===== config.mk =====
export PLATFORM = sky130hd
export DESIGN_NAME = sc_regresult
export DESIGN_NICKNAME = d
export VERILOG_FILES = /design/src/rtl/sc_regresult_pkg.sv /design/src/rtl/sc_satcounter.sv /design/src/rtl/sc_regresult.sv
export SDC_FILE = /design/constraint.sdc
export NUM_CORES = 1
export LEC_CHECK = 0
export BUFFER_PORTS_ARGS = -buffer_cell sky130_fd_sc_hd__buf_4
export CORE_AREA = 2 2 48 50
export DETAILED_ROUTE_END_ITERATION = 12
export DIE_AREA = 0 0 50 52
export PLACE_DENSITY = 0.82
export SLEW_MARGIN = 10
export SYNTH_ARGS = -nofsm -noshare
export SYNTH_HDL_FRONTEND = slang
export SYNTH_SLANG_ARGS = --single-unit

===== constraint.sdc =====
create_clock -name SC_RegRESULT_CLOCK_50 -period 2.2 [get_ports SC_RegRESULT_CLOCK_50]
set_clock_uncertainty 0.15 [all_clocks]
set_input_delay 0.44 -clock SC_RegRESULT_CLOCK_50 [delete_from_list [all_inputs] [get_ports SC_RegRESULT_CLOCK_50]]
set_output_delay 0.44 -clock SC_RegRESULT_CLOCK_50 [all_outputs]
set_load 0.01 [all_outputs]

===== src/rtl/sc_regresult_pkg.sv =====
// sc_regresult_pkg: shared types and defaults for the result-capture block.
//   state_e            - FSM state encoding (IDLE/RUN/DONE)
//   DATAWIDTH_BUS_DEF  - default captured word width
//   STEPWIDTH_DEF      - default step counter width
package sc_regresult_pkg;

    typedef enum logic [1:0] {
        ST_IDLE = 2'b00,
        ST_RUN  = 2'b01,
        ST_DONE = 2'b10
    } state_e;

    localparam int DATAWIDTH_BUS_DEF = 8;
    localparam int STEPWIDTH_DEF     = 8;

endpackage


===== src/rtl/sc_satcounter.sv =====
// sc_satcounter: saturating up-counter with sticky overflow flag.
//   clk_i  - clock, rising edge
//   rst_ni - synchronous active-low reset (count and flag to 0)
//   clr_i  - synchronous clear (count and flag to 0), beats en_i
//   en_i   - increment request
//   cnt_o  - current count, saturates at all-ones
//   ovf_o  - set when an increment is requested at saturation; sticky
module sc_satcounter #(
    parameter int WIDTH = 8
) (
    input  logic             clk_i,
    input  logic             rst_ni,
    input  logic             clr_i,
    input  logic             en_i,
    output logic [WIDTH-1:0] cnt_o,
    output logic             ovf_o
);
    logic [WIDTH-1:0] cnt_q, cnt_d;
    logic             ovf_q, ovf_d;
    logic             at_max;

    assign at_max = &cnt_q;

    always_comb begin
        cnt_d = cnt_q;
        ovf_d = ovf_q;
        if (clr_i) begin
            cnt_d = '0;
            ovf_d = 1'b0;
        end else if (en_i) begin
            if (at_max) ovf_d = 1'b1;
            else        cnt_d = cnt_q + 1'b1;
        end
    end

    always_ff @(posedge clk_i) begin
        if (!rst_ni) begin
            cnt_q <= '0;
            ovf_q <= 1'b0;
        end else begin
            cnt_q <= cnt_d;
            ovf_q <= ovf_d;
        end
    end

    assign cnt_o = cnt_q;
    assign ovf_o = ovf_q;
endmodule


===== src/rtl/sc_regresult.sv =====
// sc_regresult: captures a run of datapath result words (e.g. sequence terms)
// after a start pulse, counting words and tracking the peak, until a word of
// 1 (normal end) or 0 (error end) arrives.
//   SC_RegRESULT_CLOCK_50      - clock, rising edge
//   SC_RegRESULT_RESET_InLow   - synchronous active-low reset
//   SC_RegRESULT_start_In      - arms a new run (beats valid the same cycle)
//   SC_RegRESULT_valid_In      - word present on data_InBUS
//   SC_RegRESULT_data_InBUS    - datapath word
//   SC_RegRESULT_data_OutBUS   - last captured word
//   SC_RegRESULT_steps_OutBUS  - accepted words this run (saturating)
//   SC_RegRESULT_peak_OutBUS   - largest word this run
//   SC_RegRESULT_busy/done/ovf/err_Out - status flags
// Build option: define SC_REGRESULT_PEAK_EN to enable peak tracking;
// otherwise peak_OutBUS is tied to 0 and no peak logic exists.
module sc_regresult
    import sc_regresult_pkg::*;
#(
    parameter int DATAWIDTH_BUS = DATAWIDTH_BUS_DEF,
    parameter int STEPWIDTH     = STEPWIDTH_DEF
) (
    input  logic                     SC_RegRESULT_CLOCK_50,
    input  logic                     SC_RegRESULT_RESET_InLow,
    input  logic                     SC_RegRESULT_start_In,
    input  logic                     SC_RegRESULT_valid_In,
    input  logic [DATAWIDTH_BUS-1:0] SC_RegRESULT_data_InBUS,
    output logic [DATAWIDTH_BUS-1:0] SC_RegRESULT_data_OutBUS,
    output logic [STEPWIDTH-1:0]     SC_RegRESULT_steps_OutBUS,
    output logic [DATAWIDTH_BUS-1:0] SC_RegRESULT_peak_OutBUS,
    output logic                     SC_RegRESULT_busy_Out,
    output logic                     SC_RegRESULT_done_Out,
    output logic                     SC_RegRESULT_ovf_Out,
    output logic                     SC_RegRESULT_err_Out
);
    state_e                   state_q;
    logic [DATAWIDTH_BUS-1:0] data_q;
    logic                     busy_q, done_q, err_q;
    logic                     accept;
    logic                     is_one, is_zero;

    // A word is taken only while running and only if no start arrives with it.
    assign accept  = (state_q == ST_RUN) && SC_RegRESULT_valid_In && !SC_RegRESULT_start_In;
    assign is_one  = (SC_RegRESULT_data_InBUS == DATAWIDTH_BUS'(1));
    assign is_zero = (SC_RegRESULT_data_InBUS == '0);

    sc_satcounter #(.WIDTH(STEPWIDTH)) u_steps (
        .clk_i  (SC_RegRESULT_CLOCK_50),
        .rst_ni (SC_RegRESULT_RESET_InLow),
        .clr_i  (SC_RegRESULT_start_In),
        .en_i   (accept),
        .cnt_o  (SC_RegRESULT_steps_OutBUS),
        .ovf_o  (SC_RegRESULT_ovf_Out)
    );

    always_ff @(posedge SC_RegRESULT_CLOCK_50) begin
        if (!SC_RegRESULT_RESET_InLow) begin
            state_q <= ST_IDLE;
            data_q  <= '0;
            busy_q  <= 1'b0;
            done_q  <= 1'b0;
            err_q   <= 1'b0;
        end else if (SC_RegRESULT_start_In) begin
            // captured word is deliberately kept across a restart
            state_q <= ST_RUN;
            busy_q  <= 1'b1;
            done_q  <= 1'b0;
            err_q   <= 1'b0;
        end else begin
            case (state_q)
                ST_RUN: begin
                    if (SC_RegRESULT_valid_In) begin
                        data_q <= SC_RegRESULT_data_InBUS;
                        if (is_one || is_zero) begin
                            state_q <= ST_DONE;
                            busy_q  <= 1'b0;
                            done_q  <= 1'b1;
                            err_q   <= is_zero;
                        end
                    end
                end
                default: ; // IDLE and DONE hold everything
            endcase
        end
    end

`ifdef SC_REGRESULT_PEAK_EN
    logic [DATAWIDTH_BUS-1:0] peak_q, peak_d;

    always_comb begin
        peak_d = peak_q;
        if (accept && (SC_RegRESULT_data_InBUS > peak_q)) peak_d = SC_RegRESULT_data_InBUS;
    end

    always_ff @(posedge SC_RegRESULT_CLOCK_50) begin
        if (!SC_RegRESULT_RESET_InLow || SC_RegRESULT_start_In) peak_q <= '0;
        else                                                    peak_q <= peak_d;
    end

    assign SC_RegRESULT_peak_OutBUS = peak_q;
`else
    assign SC_RegRESULT_peak_OutBUS = '0;
`endif

    assign SC_RegRESULT_data_OutBUS = data_q;
    assign SC_RegRESULT_busy_Out    = busy_q;
    assign SC_RegRESULT_done_Out    = done_q;
    assign SC_RegRESULT_err_Out     = err_q;
endmodule


==> results.md <==
- Pleak: between 0.0005 and 0.0006 uW
- Pre-antenna DRT Iters: 4
- # rows: 17
- Pwr dens: 606.0 nW/um^2
- Share of cells above drive strength 1: 29.93%
- Yosys top cell by area: dfxtp_1
- Clk sinks: 20
- Total track usage: 15.27%
- Pre-CTS setup slack: about 370 ps
- Placed insts: 161
- Core area: between 2000 and 2500 um^2
- Mean Syn Cell Area: 8.746 um^2
- Largest net degree at the start of global routing: 13
- Resized Gates After CTS: 0
- Worst Path Arrival: around 1900 ps
- CP Class: reg2reg
- GP Congestion: 0.7866
- Cts bufs inserted: 3
- Synthesis-to-finish area growth: 31.64%
- Switch share: about a fifth
- Crit path cell chain: ha_1 > nand3_1 > o21ai_2 > or4_1 > a21oi_1
- ANT nets after route: 0
- I/O Buffers: 31
- Tcrit/Tclk final: 81.81%
- TritonCTS clock tree: done
- Final hold slack: 238.9 ps
- Max Clk Rate: approximately 0.56 GHz
- Antenna cells: 0
- Crit-path leading delay family: simple AND/OR/NAND/NOR gates
- Clk pwr share: between 40% and 50%
- Final core utilization: a little under three fifths
- Asr flop ratio synth: 0%
- Critical Path RT: 2290 ps
- Critical-path top delay cell: or4_1
- Grt ovf: 0
- Outcome: finished, final reports clean
- Syn Std Cell Area: 909.6 um^2
- Max stage delay on crit path: roughly 500 ps
- Starting DRT DRC Count: 8
- Sequential fraction of the synthesis area: between 40% and 50%
- Io pins: 40
- Final hold violation count: 0
- Per-cell routed wire length: ~11 um
- Count of buffer and inverter cells on the critical path: 0
- First-pass GRT wire length: 3.111 mm
- Int Pwr: 581.1 uW
- Final setup TNS: 0 ps
- Clk_lat worst skew: 300 ps
- Dpl hpwl: ~1.5 mm
- CP endpoint kind: flop
- Max-cap viol count: 0
- Final setup vio count: 0
- Synth Register Bits: 20
- Clock buffer depth: 2
- Post-synth EDFFs: 0
- Die width: 50 um
- CTS clk-pin slew, worst paths: 120 ps
- Ys flop type: dfxtp_1
- Sequential group share of total power: 51.2%
- CP Max Fanout: 6
- DR vias/cell: about 5
- DR vias: 822
- Fill cells: 197
- Die Area: ~2600 um^2
- Final nets: 151
- RSZ-0062 raised after global routing: no
- Post-CTS Hold Fix Bufs: 0
- Min-delay worst type: in2reg
- DRT Wirelength: 1.815 mm
- Yosys cell types: 31
- Synth warn: 0
- Worst VDD drop: between 300 and 400 uV
- Number of global-route vias before repair: around 730
- Commonest cells in the synthesized netlist: dfxtp_1 (20), nand2_1 (20), a21boi_0 (8), buf_4 (8)
- H-tree lvl count: 1
- Max-slew violation count: 0
- Top-area cell type share of the netlist area: 44.02%
- Final Non-Filler Cells: 165
- Switching power: 144.6 uW
- Largest cells by area after synthesis: dfxtp_1 (44%), nand2_1 (8.3%), a21boi_0 (6.6%), buf_4 (6.6%), xor2_1 (3.9%)
- Initial Util: 43.20%
- Worst setup margin: 400.1 ps
- Clock Root Buffer: clkbuf_4
- Critical path launch point type: flop
- Post-layout minimum cycle time: 1800 ps
- Post-CTS setup buffer count: 0
- Die H: 52 um
- Mapped Cells: 104
- Combinational power share: 8.1%
- Initial antenna violation count: 0
- DRC viols: 0
==> power by group through the flow <==
| stage | clock (uW) | sequential (uW) | combinational [uW] |
|---|---|---|---|
| detailed placement | 0 | 380 | 59.1 |
| global placement | 0 | 380 | 58.0 |
| CTS | 306 | 372 | 59.3 |
| finish | 295 | 372 | 58.4 |
| floorplan | 0 | 382 | 34.8 |
| global route | 324 | 373 | 64.9 |
==> cell type report <==
cell class / instances / area, um^2 / share of cell area [%]
Multi-Input combinational cell: 79 / 457.9 / 38.24
Sequential cell: 20 / 400.4 / 33.44
Timing Repair Buffer: 33 / 247.7 / 20.69
Tap cell: 28 / 35.03 / 2.926
Clock inverter: 1 / 30.03 / 2.508
Clock buffer: 3 / 22.52 / 1.881
Inverter: 1 / 3.754 / 0.3135
==> metrics by stage <==
step / instance area [um^2] / power, uW
finish: 1197 / 725.7
global route: 1197 / 762.0
CTS: 1197 / 737.1
detailed placement: 1145 / 439.3
global placement: 1145 / 437.7
floorplan: 935.9 / 416.9
==> worst reg2reg max path, stage by stage, from the launching register on <==
cell     delay, ps
dfxtp_1        370
ha_1           280
nand3_1        200
o21ai_2        120
or4_1          490
a21oi_1        140
==> layout by cell type (no fill, tap or decap) <==
master     count
buf_4         33
dfxtp_1       20
nand2_1       20
a21boi_0       8
conb_1         8
nor2_1         6
a21oi_1        6
and3_1         4
xor2_1         4
o211ai_1       3
clkbuf_4       3
nand3_1        2
nor3_1         2
nand4bb_1      1
nand4_1        1
nand2b_1       1
o21ba_2        1
a211oi_1       1
and4bb_2       1
o21ai_2        1
mux2i_1        1
and4b_1        1
o31ai_1        1
or4_1          1
nor4_1         1
inv_1          1
nand4b_1       1
nor2b_1        1
or2_2          1
ha_1           1
bufinv_16      1
==> metal layers <==
metal  vias up  global-route usage, %  share of wire [%]
met4         0                  5.556                1.2
met5         -                      0                  0
met2        40                  25.88                 48
met3         4                  3.448                9.4
met1       364                  18.86                 41
li1        414                      -                  -
==> logic make-up (layout without fill, tap and decap cells) <==
kind of cell,Yosys count,in the layout,synth area share (%)
AND/OR/NAND/NOR,44,44,24.62
XOR/XNOR,4,4,3.851
other,1,8,0.4123
multiplexers,1,1,1.100
flip-flops,20,20,44.02
adder cells (fa/ha/maj),1,1,1.375
AO/OA/AOI/OAI,21,21,16.09
buffers and inverters,12,38,8.528
==> sequential cells by signal (all words and copies together), names as in the netlist <==
name                      count
SC_RegRESULT_err_Out          1
u_steps.ovf_o                 1
SC_RegRESULT_busy_Out         1
SC_RegRESULT_data_OutBUS      8
SC_RegRESULT_done_Out         1
u_steps.cnt_o                 8
==> path summary, 6_finish.rpt <==
kind                                     from                           to  slack (ps)  cells past startpoint
setup / recovery             u_steps.cnt_o[0]             u_steps.cnt_o[5]         400                      5
hold / removal     SC_RegRESULT_data_InBUS[2]  SC_RegRESULT_data_OutBUS[2]         240                      3
setup reg to reg             u_steps.cnt_o[0]             u_steps.cnt_o[5]         400                      5
hold reg to reg   SC_RegRESULT_data_OutBUS[4]  SC_RegRESULT_data_OutBUS[4]         320                      2
(Power assumes the default switching activity.)
